$ cat config.mk
export PLATFORM = sky130hd
export DESIGN_NAME = mem_bus_mmio
export DESIGN_NICKNAME = d
export VERILOG_FILES = /design/src/rtl/mem_bus_mmio.sv
export SDC_FILE = /design/constraint.sdc
export NUM_CORES = 1
export LEC_CHECK = 0
export ABC_AREA = 1
export BUFFER_PORTS_ARGS = -buffer_cell sky130_fd_sc_hd__buf_4
export CAP_MARGIN = 10
export CORE_MARGIN = 2
export CORE_UTILIZATION = 25
export DETAILED_ROUTE_END_ITERATION = 12
export GPL_TIMING_DRIVEN = 0
export PLACE_DENSITY = 0.42
export SETUP_SLACK_MARGIN = 0.3
export SYNTH_ARGS = -nofsm -noshare
export SYNTH_HDL_FRONTEND = slang
export SYNTH_SLANG_ARGS = --single-unit
$ cat constraint.sdc
create_clock -name clk -period 4.51 [get_ports clk]
set_input_delay 0.2255 -clock clk [delete_from_list [all_inputs] [get_ports clk]]
set_output_delay 0.2255 -clock clk [all_outputs]
set_load 0.01 [all_outputs]
$ cat src/rtl/mem_bus_mmio.sv
// CPU memory-port splitter: RAM accesses pass straight through, the MMIO window
// serves a console TX FIFO, a 64-bit cycle counter and a simulation-exit register.
module mem_bus_mmio #(
   parameter logic [31:0] MMIO_BASE  = 32'h1000_0000,
   parameter int unsigned FIFO_DEPTH = 16,
   parameter int unsigned FIFO_AW    = 4
) (
   input  logic        clk,
   input  logic        rst,
   input  logic        mem_valid,
   input  logic        mem_instr,
   input  logic [31:0] mem_addr,
   input  logic [31:0] mem_wdata,
   input  logic [3:0]  mem_wstrb,
   output logic [31:0] mem_rdata,
   output logic        mem_ready,
   output logic        ram_valid,
   output logic [31:0] ram_addr,
   output logic [31:0] ram_wdata,
   output logic [3:0]  ram_wstrb,
   input  logic [31:0] ram_rdata,
   input  logic        ram_ready,
   output logic        tx_valid,
   output logic [7:0]  tx_data,
   input  logic        tx_ready,
   output logic        sim_done,
   output logic [7:0]  sim_code
);

   localparam int unsigned CNT_W = FIFO_AW + 1;
   localparam logic [5:0]  OFF_TXDATA = 6'h00;
   localparam logic [5:0]  OFF_STATUS = 6'h01;
   localparam logic [5:0]  OFF_CYC_LO = 6'h02;
   localparam logic [5:0]  OFF_CYC_HI = 6'h03;
   localparam logic [5:0]  OFF_EXIT   = 6'h04;

   typedef enum logic [1:0] {S_IDLE, S_STALL, S_RESP} state_e;

   state_e             state_q, state_d;
   logic               ready_q, ready_d;
   logic [31:0]        rdata_q, rdata_d;
   logic [63:0]        cyc_q, cyc_d;
   logic [31:0]        snap_q, snap_d;
   logic [FIFO_AW-1:0] wptr_q, wptr_d, rptr_q, rptr_d;
   logic [CNT_W-1:0]   count_q, count_d;
   logic               tx_valid_q, tx_valid_d;
   logic               done_q, done_d;
   logic [7:0]         code_q, code_d;
   logic [7:0]         fifo_q [FIFO_DEPTH];
   logic [7:0]         fifo_d [FIFO_DEPTH];

   logic               is_mmio, is_wr, push, pop, fifo_full, fifo_empty;
   logic [5:0]         off;
   logic               unused_c;

   assign unused_c = ^{mem_instr, mem_addr[27:8], mem_addr[1:0]};

   // Address decode and combinational RAM pass-through
   assign is_mmio   = (mem_addr[31:28] == MMIO_BASE[31:28]);
   assign is_wr     = |mem_wstrb;
   assign off       = mem_addr[7:2];
   assign ram_valid = mem_valid & ~is_mmio;
   assign ram_addr  = mem_addr;
   assign ram_wdata = mem_wdata;
   assign ram_wstrb = mem_wstrb;
   assign mem_ready = is_mmio ? ready_q : ram_ready;
   assign mem_rdata = is_mmio ? rdata_q : ram_rdata;

   assign fifo_full  = (count_q == CNT_W'(FIFO_DEPTH));
   assign fifo_empty = (count_q == '0);
   assign pop        = tx_valid_q & tx_ready;
   assign tx_valid   = tx_valid_q;
   assign tx_data    = fifo_q[rptr_q];
   assign sim_done   = done_q;
   assign sim_code   = code_q;

   // MMIO access FSM and register file
   always_comb begin
      state_d = state_q;
      ready_d = 1'b0;
      rdata_d = rdata_q;
      snap_d  = snap_q;
      done_d  = done_q;
      code_d  = code_q;
      cyc_d   = cyc_q + 64'(1);
      push    = 1'b0;
      unique case (state_q)
         S_IDLE: begin
            if (mem_valid && is_mmio) begin
               rdata_d = '0;
               ready_d = 1'b1;
               state_d = S_RESP;
               if (is_wr) begin
                  if (off == OFF_TXDATA && mem_wstrb[0]) begin
                     if (fifo_full) begin
                        ready_d = 1'b0;
                        state_d = S_STALL;
                     end else begin
                        push = 1'b1;
                     end
                  end else if (off == OFF_EXIT) begin
                     done_d = 1'b1;
                     code_d = mem_wdata[7:0];
                  end
               end else begin
                  if (off == OFF_STATUS) begin
                     rdata_d = {16'b0, 8'(count_q), 6'b0, fifo_full, fifo_empty};
                  end else if (off == OFF_CYC_LO) begin
                     rdata_d = cyc_q[31:0];
                     snap_d  = cyc_q[63:32];
                  end else if (off == OFF_CYC_HI) begin
                     rdata_d = snap_q;
                  end
               end
            end
         end
         S_STALL: begin
            if (!fifo_full) begin
               push    = 1'b1;
               ready_d = 1'b1;
               state_d = S_RESP;
            end
         end
         S_RESP:  state_d = S_IDLE;
         default: state_d = S_IDLE;
      endcase
   end

   // TX FIFO pointers and occupancy; a push only ever happens when not full
   always_comb begin
      wptr_d = wptr_q;
      rptr_d = rptr_q;
      fifo_d = fifo_q;
      if (push) begin
         fifo_d[wptr_q] = mem_wdata[7:0];
         wptr_d         = wptr_q + FIFO_AW'(1);
      end
      if (pop) rptr_d = rptr_q + FIFO_AW'(1);
      unique case ({push, pop})
         2'b10:   count_d = count_q + CNT_W'(1);
         2'b01:   count_d = count_q - CNT_W'(1);
         default: count_d = count_q;
      endcase
      tx_valid_d = (count_d != '0);
   end

   always_ff @(posedge clk) begin
      if (rst) begin
         state_q    <= S_IDLE;
         ready_q    <= 1'b0;
         rdata_q    <= '0;
         cyc_q      <= '0;
         snap_q     <= '0;
         wptr_q     <= '0;
         rptr_q     <= '0;
         count_q    <= '0;
         tx_valid_q <= 1'b0;
         done_q     <= 1'b0;
         code_q     <= '0;
      end else begin
         state_q    <= state_d;
         ready_q    <= ready_d;
         rdata_q    <= rdata_d;
         cyc_q      <= cyc_d;
         snap_q     <= snap_d;
         wptr_q     <= wptr_d;
         rptr_q     <= rptr_d;
         count_q    <= count_d;
         tx_valid_q <= tx_valid_d;
         done_q     <= done_d;
         code_q     <= code_d;
      end
   end

   // FIFO storage needs no reset: occupancy gates every read
   always_ff @(posedge clk) begin
      fifo_q <= fifo_d;
   end

endmodule

==> reports/metrics.yaml <==
worst-slew-pin-transition_ps: 1060
grt_use_met2_pct: 28.6
cp.required_ps: 4280
synth_top_area_share_pct: 28.2
gr-usage-met3_pct: 2.29
drt_iter0_markers: 762
grt-busiest-layer: "met2"
multi_input_area_sq_um: 5430
routedWlPerCell_um: 18.7
die_w_um: 238
finalCritPeriodShare_pct: 70.7
endpoint_kind: "output port"
synth_nets: 1811
syn_to_final_growth_pct: 24.2
ys_top_cells_by_area: "edfxtp_1 (28%), dfxtp_1 (23%), nand2_1 (11%)"
whs_path_depth: 1
crit_arrival_ps: 2960
num_rows: 85
crit-reg2reg-launch: "count_q[2]$_SDFF_PP0_"
core_area_sq_um: 53900
clock-sinks: 282
synth-seq-cells: 282
relSlewSlack_pct: 28.8
path_cells: "inv_1 > clkbuf_1 > clkbuf_1 > o21ai_0 > o221ai_1 > nand3_1 > nand2_1 > buf_4"
power_density_nw_per_um2: 377
antenna_left: 0
hold_class: "input pin to register"
synth.distinct_cells: 39
worst_path_most_repeated_cell: "clkbuf_1"
drive_gt1_share_pct: 17.8
port_buffers: 177
hold_start: "mem_wdata[1]"
post_cts_resized: 0
dieArea_sq_um: 56400
clock_latency_ps: 560
drt-total-wl_mm: 49.3
hold_viol_final: 0
dp_slack_ps: 1490
seq_area_sq_um: 6930
reg2regPathDepth: 19
vias_per_cell: 4.65
reg2reg_slack_ps: 1760
peakVddDrop_mv: 0.254
nets: 2026
start_util_pct: 25.3
path_clk_slew_ps: 60
place_congestion: 0.931
num-fill-cells: 5808
post_cts_buffers: 0
cts-root-buf: "clkbuf_16"
yosys_most_used_dff: "dfxtp_1"
start_kind: "register"
final_cell_mix: "nand2_1 (394), nor2_1 (250), buf_4 (249)"
io_pins: 226
setup_viol: 0
max_cap_violations: 0
synth_area_leader_cell: "edfxtp_1"
syn-instance-count: 1696
met1_usage_pct: 22.6
async_flop_share_pct: 0
critPathKind: "register to output port"
cts_tree: "yes"
p_leak_nw: 6.13
p_total_w: 0.00639
grt.overflow.total: 0
critPathSlowestCell: "clkbuf_1"
rsz0062_at_grt: "no"
utilization_pct: 31.4
ys_seq_area_share_pct: 50.8
hpwl_mm: 37.2
slowest_delay_ps: 700
final-max-slew-violation-count: 0
grtUsageTotal_pct: 17.2
diodes: 0
dieHeight_um: 238
drt-pass1-iter-count: 5
fin_crit_ps: 3190
yosys_warnings: 0
fmax_mhz: 314
cts_buffers: 36
synth_enable_flop_cells: 128
clock_path_buffers: 3
grt_pass1_wl_mm: 73.1
avgSynthCellArea_sq_um: 8.04
final_common_cell: "nand2_1"
antenna_found_initial: 0
setup_tns_ps: 0
skew_ps: 17.5
setup_slack_ps: 1320
worstSetupStartpoint: "rptr_q[0]$_SDFFE_PP0P_"
grt_pass1_vias: 12000
vias: 12200
htreeDepth: 2
grt_start_max_net_pins: 19
status: "completed"
reg2reg_to: "tx_valid$_SDFF_PP0_"
whs_endpoint: "fifo_q[17]$_DFFE_PP_"
drc: 0
cp_max_fo: 10
hold_buffers: 0
syn-cell-area_sq_um: 13600
layout make-up:
cell class / count / area share [%]
flip-flops and latches: 282 / 40.9
multi-input cells: 1148 / 32.0
repair buffers: 177 / 7.84
clock buffers: 50 / 5.81
well taps: 696 / 5.14
plain buffers: 135 / 4.68
inverters: 131 / 2.90
clock inverters: 13 / 0.716
sequential cells by signal (all words and copies together), names as in the netlist:
signal and flops:
cyc_q 64, wptr_q 4, state_q 2, tx_valid 1, count_q 5, snap_q 32
sim_done 1, fifo_q 128, ready_q 1, sim_code 8, rdata_q 32, rptr_q 4
critical path: cells and delay by family (launching register included):
kind	cells	cell delay, ps
buf+inv	4	1310
compound gates	2	540
simple gates	2	230
flops	1	330
kinds of logic after synthesis:
family	synth area share, %
and+or+nand+nor	24.8
DFF	50.8
adders and majority gates	0.826
AOI/OAI and AO/OA	13.5
xor gates and xnor gates	0.642
buffers and inverters	9.42
worst max-delay path by stage:
stage,slack (ps),cells past startpoint,endpoint
floorplan,2330,17,tx_valid$_SDFF_PP0_
global placement,1460,19,tx_valid$_SDFF_PP0_
detailed placement,1490,10,fifo_q[4]$_DFFE_PP_
CTS,1260,8,tx_data[0]
global route,1180,8,tx_data[5]
finish,1320,8,tx_data[0]
through the flow:
stage               cells  hold WS (ps)  area (sq um)
finish               2632          31.6         16900
global route         2632          25.0         16900
CTS                  2632          4.24         16900
detailed placement   2569           461         15800
global placement     2569           460         15800
floorplan            1696           324         13600
power by group:
group	switching, W	total (W)	internal [W]
Sequential	0.0000278	0.00272	0.00269
Clock	0.00117	0.00277	0.00159
Combinational	0.000575	0.000904	0.000329
Total	0.00177	0.00639	0.00461
metal layers:
layer	up-vias	wire, um
met5	-	0
met4	0	1690
met3	81	1970
met2	272	23500
met1	5837	22100
li1	6052	-
synth_stat cells, types with 22 or more instances:
cell type and count:
nand3_1 90, nand2_1 394, edfxtp_1 128, o21ai_1 22, o221ai_1 23, o22ai_1 25
inv_1 119, buf_4 72, dfxtp_1 154, clkbuf_1 52, nor2_1 250, a21oi_1 130
o21ai_0 123
Note: power is estimated with default switching activity, not from simulation.
